File: config.mk
export PLATFORM = sky130hd
export DESIGN_NAME = mem_access_stage
export DESIGN_NICKNAME = d
export VERILOG_FILES = /design/src/rtl/mem_access_stage_pkg.sv /design/src/rtl/data_memory.sv /design/src/rtl/mem_access_stage.sv
export SDC_FILE = /design/constraint.sdc
export NUM_CORES = 2
export LEC_CHECK = 0
export BUFFER_PORTS_ARGS = -buffer_cell sky130_fd_sc_hd__buf_2
export CORE_UTILIZATION = 60
export CTS_BUF_LIST = sky130_fd_sc_hd__clkbuf_2
export DETAILED_ROUTE_END_ITERATION = 10
export PLACE_DENSITY_LB_ADDON = 0.15
export REMOVE_ABC_BUFFERS = 1
export SLEW_MARGIN = 10
export SYNTH_ARGS = -nofsm -noshare
export SYNTH_HDL_FRONTEND = slang
export SYNTH_SLANG_ARGS = --single-unit
File: constraint.sdc
create_clock -name clk -period 131.4 [get_ports clk]
set_clock_uncertainty 0.15 [all_clocks]
set_input_delay 26.28 -clock clk [delete_from_list [all_inputs] [get_ports clk]]
set_output_delay 26.28 -clock clk [all_outputs]
set_load 0.03 [all_outputs]
File: src/rtl/mem_access_stage_pkg.sv
// mem_access_stage_pkg: shared pipeline encodings (FSM states, opcodes, ALU controls)
package mem_access_stage_pkg;
  typedef enum logic {IDLE = 1'b0, WAIT = 1'b1} state_t;
  localparam logic [5:0] OP_RTYPE = 6'd0;
  localparam logic [5:0] OP_J     = 6'd2;
  localparam logic [5:0] OP_BEQ   = 6'd4;
  localparam logic [5:0] OP_BNE   = 6'd5;
  localparam logic [5:0] OP_LW    = 6'd35;
  localparam logic [5:0] OP_SW    = 6'd43;
  localparam logic [2:0] ALU_AND  = 3'd0;
  localparam logic [2:0] ALU_OR   = 3'd1;
  localparam logic [2:0] ALU_ADD  = 3'd2;
  localparam logic [2:0] ALU_SUB  = 3'd6;
  localparam logic [2:0] ALU_SLT  = 3'd7;
  function automatic logic [2:0] lat_cnt(input int lat);
    return 3'(lat - 1);
  endfunction
endpackage

File: src/rtl/data_memory.sv
// data_memory: word-addressed data RAM, async read, sync write, async clear
module data_memory #(
  parameter int DM_DEPTH = 64,
  parameter int AW = $clog2(DM_DEPTH)
) (
  input  logic          clk,
  input  logic          rst,
  input  logic          we,
  input  logic [AW-1:0] addr,
  input  logic [31:0]   wdata,
  output logic [31:0]   rdata
);
  logic [31:0] mem [DM_DEPTH];
  assign rdata = mem[addr];
  always_ff @(posedge clk or posedge rst)
    if (rst) for (int i = 0; i < DM_DEPTH; i++) mem[i] <= '0;
    else if (we) mem[addr] <= wdata;
endmodule

File: src/rtl/mem_access_stage.sv
// mem_access_stage: MEM/WB stage with data memory, wait-state FSM and branch resolve
module mem_access_stage
  import mem_access_stage_pkg::*;
#(
  parameter int DM_DEPTH = 64,
  parameter int MEM_LAT = 0
) (
  input  logic        clk,
  input  logic        rst,
  input  logic        XM_MemtoReg,
  input  logic        XM_RegWrite,
  input  logic        XM_MemRead,
  input  logic        XM_MemWrite,
  input  logic        XM_branch,
  input  logic        XM_zero,
  input  logic [31:0] XM_BT,
  input  logic [31:0] XM_ALUout,
  input  logic [31:0] XM_MD,
  input  logic [4:0]  XM_RD,
  output logic        MW_MemtoReg,
  output logic        MW_RegWrite,
  output logic [4:0]  MW_RD,
  output logic [31:0] MDR,
  output logic [31:0] MW_ALUout,
  output logic        PCSrc,
  output logic [31:0] BT,
  output logic        stall
);
  localparam int AW = $clog2(DM_DEPTH);
  state_t state, state_nx;
  logic [2:0] cnt, cnt_nx;
  logic mem_op, done;
  logic [31:0] rdata;
  logic [AW-1:0] idx;
  logic unused_addr;
  assign mem_op = XM_MemRead | XM_MemWrite;
  assign idx = XM_ALUout[AW+1:2];
  assign unused_addr = ^{XM_ALUout[31:AW+2], XM_ALUout[1:0]};
  // done marks the edge on which the instruction retires into MW
  always_comb begin
    state_nx = state;
    cnt_nx = cnt;
    done = 1'b0;
    if (state == IDLE) begin
      done = !mem_op || MEM_LAT == 0;
      if (!done) begin
        state_nx = WAIT;
        cnt_nx = lat_cnt(MEM_LAT);
      end
    end else begin
      done = cnt == 3'd0;
      cnt_nx = done ? cnt : cnt - 3'd1;
      state_nx = done ? IDLE : WAIT;
    end
  end
  assign stall = !rst && !done;
  assign PCSrc = XM_branch & XM_zero & ~stall;
  assign BT = XM_BT;
  always_ff @(posedge clk or posedge rst)
    if (rst) begin
      state <= IDLE;
      cnt <= '0;
    end else begin
      state <= state_nx;
      cnt <= cnt_nx;
    end
  always_ff @(posedge clk or posedge rst)
    if (rst) begin
      MW_MemtoReg <= 1'b0;
      MW_RegWrite <= 1'b0;
      MW_RD <= '0;
      MW_ALUout <= '0;
      MDR <= '0;
    end else if (done) begin
      MW_MemtoReg <= XM_MemtoReg;
      MW_RegWrite <= XM_RegWrite;
      MW_RD <= XM_RD;
      MW_ALUout <= XM_ALUout;
      if (XM_MemRead) MDR <= rdata;
    end else begin
      MW_RegWrite <= 1'b0;
    end
  // rdata is sampled before the write lands, giving read-before-write
  data_memory #(.DM_DEPTH(DM_DEPTH), .AW(AW)) u_dm (
    .clk(clk),
    .rst(rst),
    .we(done & XM_MemWrite),
    .addr(idx),
    .wdata(XM_MD),
    .rdata(rdata)
  );
endmodule

---- Word level (Yosys, flattened, before mapping) ----
Cells that the tools add are included.
operators by class
  add/subtract/negate cells ............... 1
  order comparisons ....................... 2
  muxes and demuxes ....................... 10
  bitwise logic cells ..................... 6
  reduce and logical (&&, ||, !) cells .... 7
operators with widths
  kind                                                                           number
  2048-bit bitwise mux                                                           1
  32-bit binary-select mux with 6-bit select                                     1
  32-bit demux with 6-bit select                                                 1
  32-bit two-way mux                                                             3
  7-bit greater-or-equal comparator (second input constant)                      1
  7-bit by 1-bit less-than comparator with 1-bit output (second input constant)  1
  6-bit inverter with 7-bit output                                               1
  1-bit two-way mux                                                              4
  2-bit AND reduction                                                            2
  1-bit AND                                                                      3
  3-bit logical NOT                                                              1
  3-bit by 1-bit subtractor with 3-bit output (second input constant)            1
  1-bit logical AND                                                              2
  1-bit logical NOT                                                              2
  1-bit inverter                                                                 2
word-level totals
  register bits ........................... 2123
  input port bits ......................... 109
  output and inout port bits .............. 105
  logic and storage cells ................. 97

---- Logic depth before layout (Yosys ltp) ----
  depth in word-level cells ............... 6
  mapped depth ............................ 11

---- Cells and area by module ----
A second synthesis with hierarchy kept.
second synthesis, totals
  cell total of the unflattened synthesis .. 7020
  area, all modules ....................... 96387.4 sq um
by module, submodules not included
  module            instances  cells each  area each (sq um)  sequential area each (sq um)
  data_memory       1          6736        93159.3            51249.2
  mem_access_stage  1          284         3228.1             1876.8

---- Worst setup path before layout ----
OpenSTA, ideal clock, no wires.
  path type ............................... input-to-output
  start point ............................. input rst
  end point ............................... output PCSrc
  arrival time ............................ 27.018 ns
  required time ........................... 104.970 ns
  slack ................................... 77.952 ns
  stages on the path ...................... 2
  buffers on the path ..................... 0
  path through ............................ nor2_1 > nor2_1
on the way
  cells in the longest elaborated chain, start to end .. 4
ends and longest elaborated chain
  element                             RTL line                text
  start, declared                     mem_access_stage.sv:9   input logic rst,
  1-bit logical NOT (no source line)  -
  1-bit logical AND                   mem_access_stage.sv:56  assign stall = !rst && !done;
  1-bit inverter                      mem_access_stage.sv:57  assign PCSrc = XM_branch & XM_zero & ~stall;
  1-bit AND                           mem_access_stage.sv:57
  end, declared                       mem_access_stage.sv:25  output logic PCSrc,
Every way passes these cells.

---- Final worst setup path ----
Ends and elaborated chain as after synthesis.

==> key figures <==
Drt
  – DR DRC count: 0
  – Vias per inst: between 6 and 7
  – Via count: 65,600
  – DR pass1 iterations: 6
  – DRT iter0 DRCs: 7,831
  – DRT Wirelength: about 330,000 µm
  – Wire length per cell: 34.4 µm
  – Final antenna-violating net count: 0

Place
  – Routability cong.: ~0.84
  – Pre-CTS WS: ~78 ns
  – Dpl hpwl: around 180,000 µm
  – IO buf count: between 100 and 150
  – Placed cell count: 8,586

Floorplanning
  – Initial Util: 60.5%
  – Full die area: ~160,000 µm²
  – Num ports: between 200 and 250
  – Chip Height: about 400 µm
  – Core area: 161,000 µm²
  – Die width: 405 µm
  – Site Rows: 147

Synthesis
  – Top FF cell, synth: dfrtp_1
  – Mapped Cells: 6,868
  – Synth unique cells: 75
  – Mean Syn Cell Area: between 10 and 15 µm²
  – Main combinational cell family by area after synthesis: multiplexers
  – Synth Area in Compound Gates: 6.65%
  – Mapped cell area: 97,400 µm²
  – Post-Synth Simple-Gate Area: under 10%
  – Register area share after synthesis: a little over half
  – Async SR Flop Fraction: 100%
  – Synth Area in XOR/XNOR: 0.00899%
  – Yosys top cell by area: dfrtp_1
  – Ys Warns: 0
  – Post-synth top cells: dfrtp_1, mux2_2, mux2_1
  – Top cells by area, synth: dfrtp_1, mux2_2, mux2_1
  – Area share of the largest cell type after synthesis: 54.5%
  – Register bit count reported by yosys: between 2,000 and 2,500
  – EDFF count, synth: 0
  – Mux cell area share after synthesis: 32.1%
  – Fraction of the mapped netlist area in adder cells: 0.0257%
  – Count leader, synth: dfrtp_1

Layout
  – Fin cells: approximately 9,500
  – Area Growth Syn to Fin: 5.69%
  – Post-route core utilization: 64.0%
  – Nets: 7,103
  – FILL cells: 12,400
  – Fraction of layout cells with a size suffix above 1: between 40% and 50%

Timing
  – Setup violations, final: 0
  – RSZ-0062 raised after global routing: no
  – Tmin final: 53.27 ns
  – Final worst-path cycle share: 40.5%
  – Hold Fails Final Rpt: 0
  – Hold Worst Slack: 0.316 ns
  – Slew Viols, Final: 0
  – Worst slew margin: 11.9%
  – Final setup margin: slightly below 80 ns
  – TNS Setup: 0 ns
  – Actual slew at the worst max-slew pin: 1.32 ns
  – Max Fclk: 0.0188 GHz

Critical path
  – Worst R2R Start: cnt[0]$_DFFE_PP0P_
  – Bufs and invs on worst path: 2
  – Crit path DAT: 26.84 ns
  – CP Data Required Time: 104.97 ns
  – Family with the most delay on the worst path: buffers and inverters
  – Worst path max stage delay: 0.20 ns
  – CP Capture Type: output pin
  – CP startpoint kind: input port
  – Critical-path top delay cell: buf_2
  – Critical Path Start: rst
  – Critical path fanouts, max: 2
  – CP Class: in2out
  – CP Cell Sequence: buf_2 > nor2_1 > nor2_1 > buf_2

Clock network
  – Clock sink count: 2,123
  – Post-cts sizing count: 0
  – Worst-path clk slew: 0.08 ns
  – Maximum clock path buffer count: 4
  – H-tree Lvls: 6
  – CTS Buf Count: 564
  – Worst skew pair latency: 1.91 ns
  – CTS tree: built
  – CTS Hold Bufs: 0
  – Buffer count from post-CTS setup fixing: 0
  – CTS Root Cell: clkbuf_2

Power
  – Switching Share: 29.5%
  – Sequential share of power: 55.1%
  – Switching power: 418 µW
  – Combinational power share: 14.4%
  – Pwr Density: around 14 nW/µm²
  – Total leakage power: 51.3 nW
  – VDD IR-drop max: 0.00948 mV
  – P_int: 998 µW
  – Clock group share of total power: between 30 and 40%

GRT
  – GRT Overall Usage: around 40%
  – First-pass GRT wire length: 469,000 µm
  – Initial antenna violation count: 18
  – Pin count of the biggest net entering global routing: 178
  – Vias in the first global route: 65,900
  – Total grt overflow: 0

Run status
  – Status: finished, final reports clean

Min path
  – Hold Path Class: reg2reg
  – Beginning of the worst hold path: MW_ALUout[9]$_DFFE_PP0N_

Job
  – Max_cap viols: 0
[per-layer routing]
metal	vias to the layer above	part of all wire, %	GRT usage (%)
li1	25900	-	-
met1	34600	39	53.9
met2	4122	44	59.4
met3	925	11	10.8
met4	18	5.7	21.4
met5	-	0.041	0.178
[through the flow]
step,instance area [µm²],power (mW)
floorplan,93600,0.921
global placement,98500,0.980
detailed placement,98500,0.992
CTS,103000,1.42
global route,103000,1.48
finish,103000,1.42
[final timing paths]
check,end,slack (ns),cells after the start
setup / recovery,PCSrc,78.13,4
min in group asynchronous,u_dm.mem[1291]$_DFFE_PP0P_,24.49,2
hold reg to reg,MW_ALUout[9]$_DFFE_PP0N_,0.32,2
max in group asynchronous,u_dm.mem[1629]$_DFFE_PP0P_,101.19,8
hold / removal,MW_ALUout[9]$_DFFE_PP0N_,0.32,2
setup reg to reg,u_dm.mem[98]$_DFFE_PP0P_,126.60,10
[sequential cells by signal, summed over array words and instances (netlist names)]
register / cells
MDR: 32
cnt: 3
u_dm.mem: 2048
MW_RD: 5
MW_ALUout: 32
state: 1
MW_MemtoReg: 1
MW_RegWrite: 1
[logic make-up (layout without fill, tap and decap cells)]
group                      after synthesis  count (layout)
buffers and inverters                  750            1204
xor gates and xnor gates                 1               1
muxes                                 2586            2586
and+or+nand+nor                        511             511
AOI/OAI and AO/OA                      895             895
adders and majority gates                2               2
DFF                                   2123            2123
other                                    0              14
[power groups by stage]
stage | Combinational, mW | Sequential [mW] | Clock, mW
after detailed placement | 0.202 | 0.790 | 0
after global placement | 0.196 | 0.784 | 0
after floorplan | 0.134 | 0.787 | 0
after CTS | 0.203 | 0.777 | 0.436
final | 0.204 | 0.779 | 0.432
after global routing | 0.217 | 0.788 | 0.471
[cells in the final DEF (no fill, tap or decap), types with 135 or more instances in the layout]
master	Yosys	layout
dfrtp_1	2123	2123
mux2_2	1670	1670
clkbuf_2	0	813
mux2_1	379	379
mux2i_1	230	230
a221oi_1	207	207
nand2_1	209	185
mux4_2	173	173
buf_2	190	146
a21oi_1	141	141
buf_4	81	141
nor2_1	141	135
[tightest hold or removal path, cell delays in order, from the launching register on]
cell     delay [ns]
dfrtp_1        0.34
nand2_1        0.05
nand2_1        0.05
[layout make-up]
class / count / area [µm²] / area share [%]
Antenna cell: 14 / 35.0 / 0.0340
Multi-Input combinational cell: 3995 / 40600 / 39.5
Clock buffer: 813 / 4070 / 3.95
Clock inverter: 83 / 318 / 0.309
Sequential cell: 2123 / 53100 / 51.6
Timing Repair Buffer: 300 / 2030 / 1.98
Tap cell: 2160 / 2700 / 2.63
Inverter: 8 / 47.5 / 0.0462
Power figures use the tool's default switching activity.
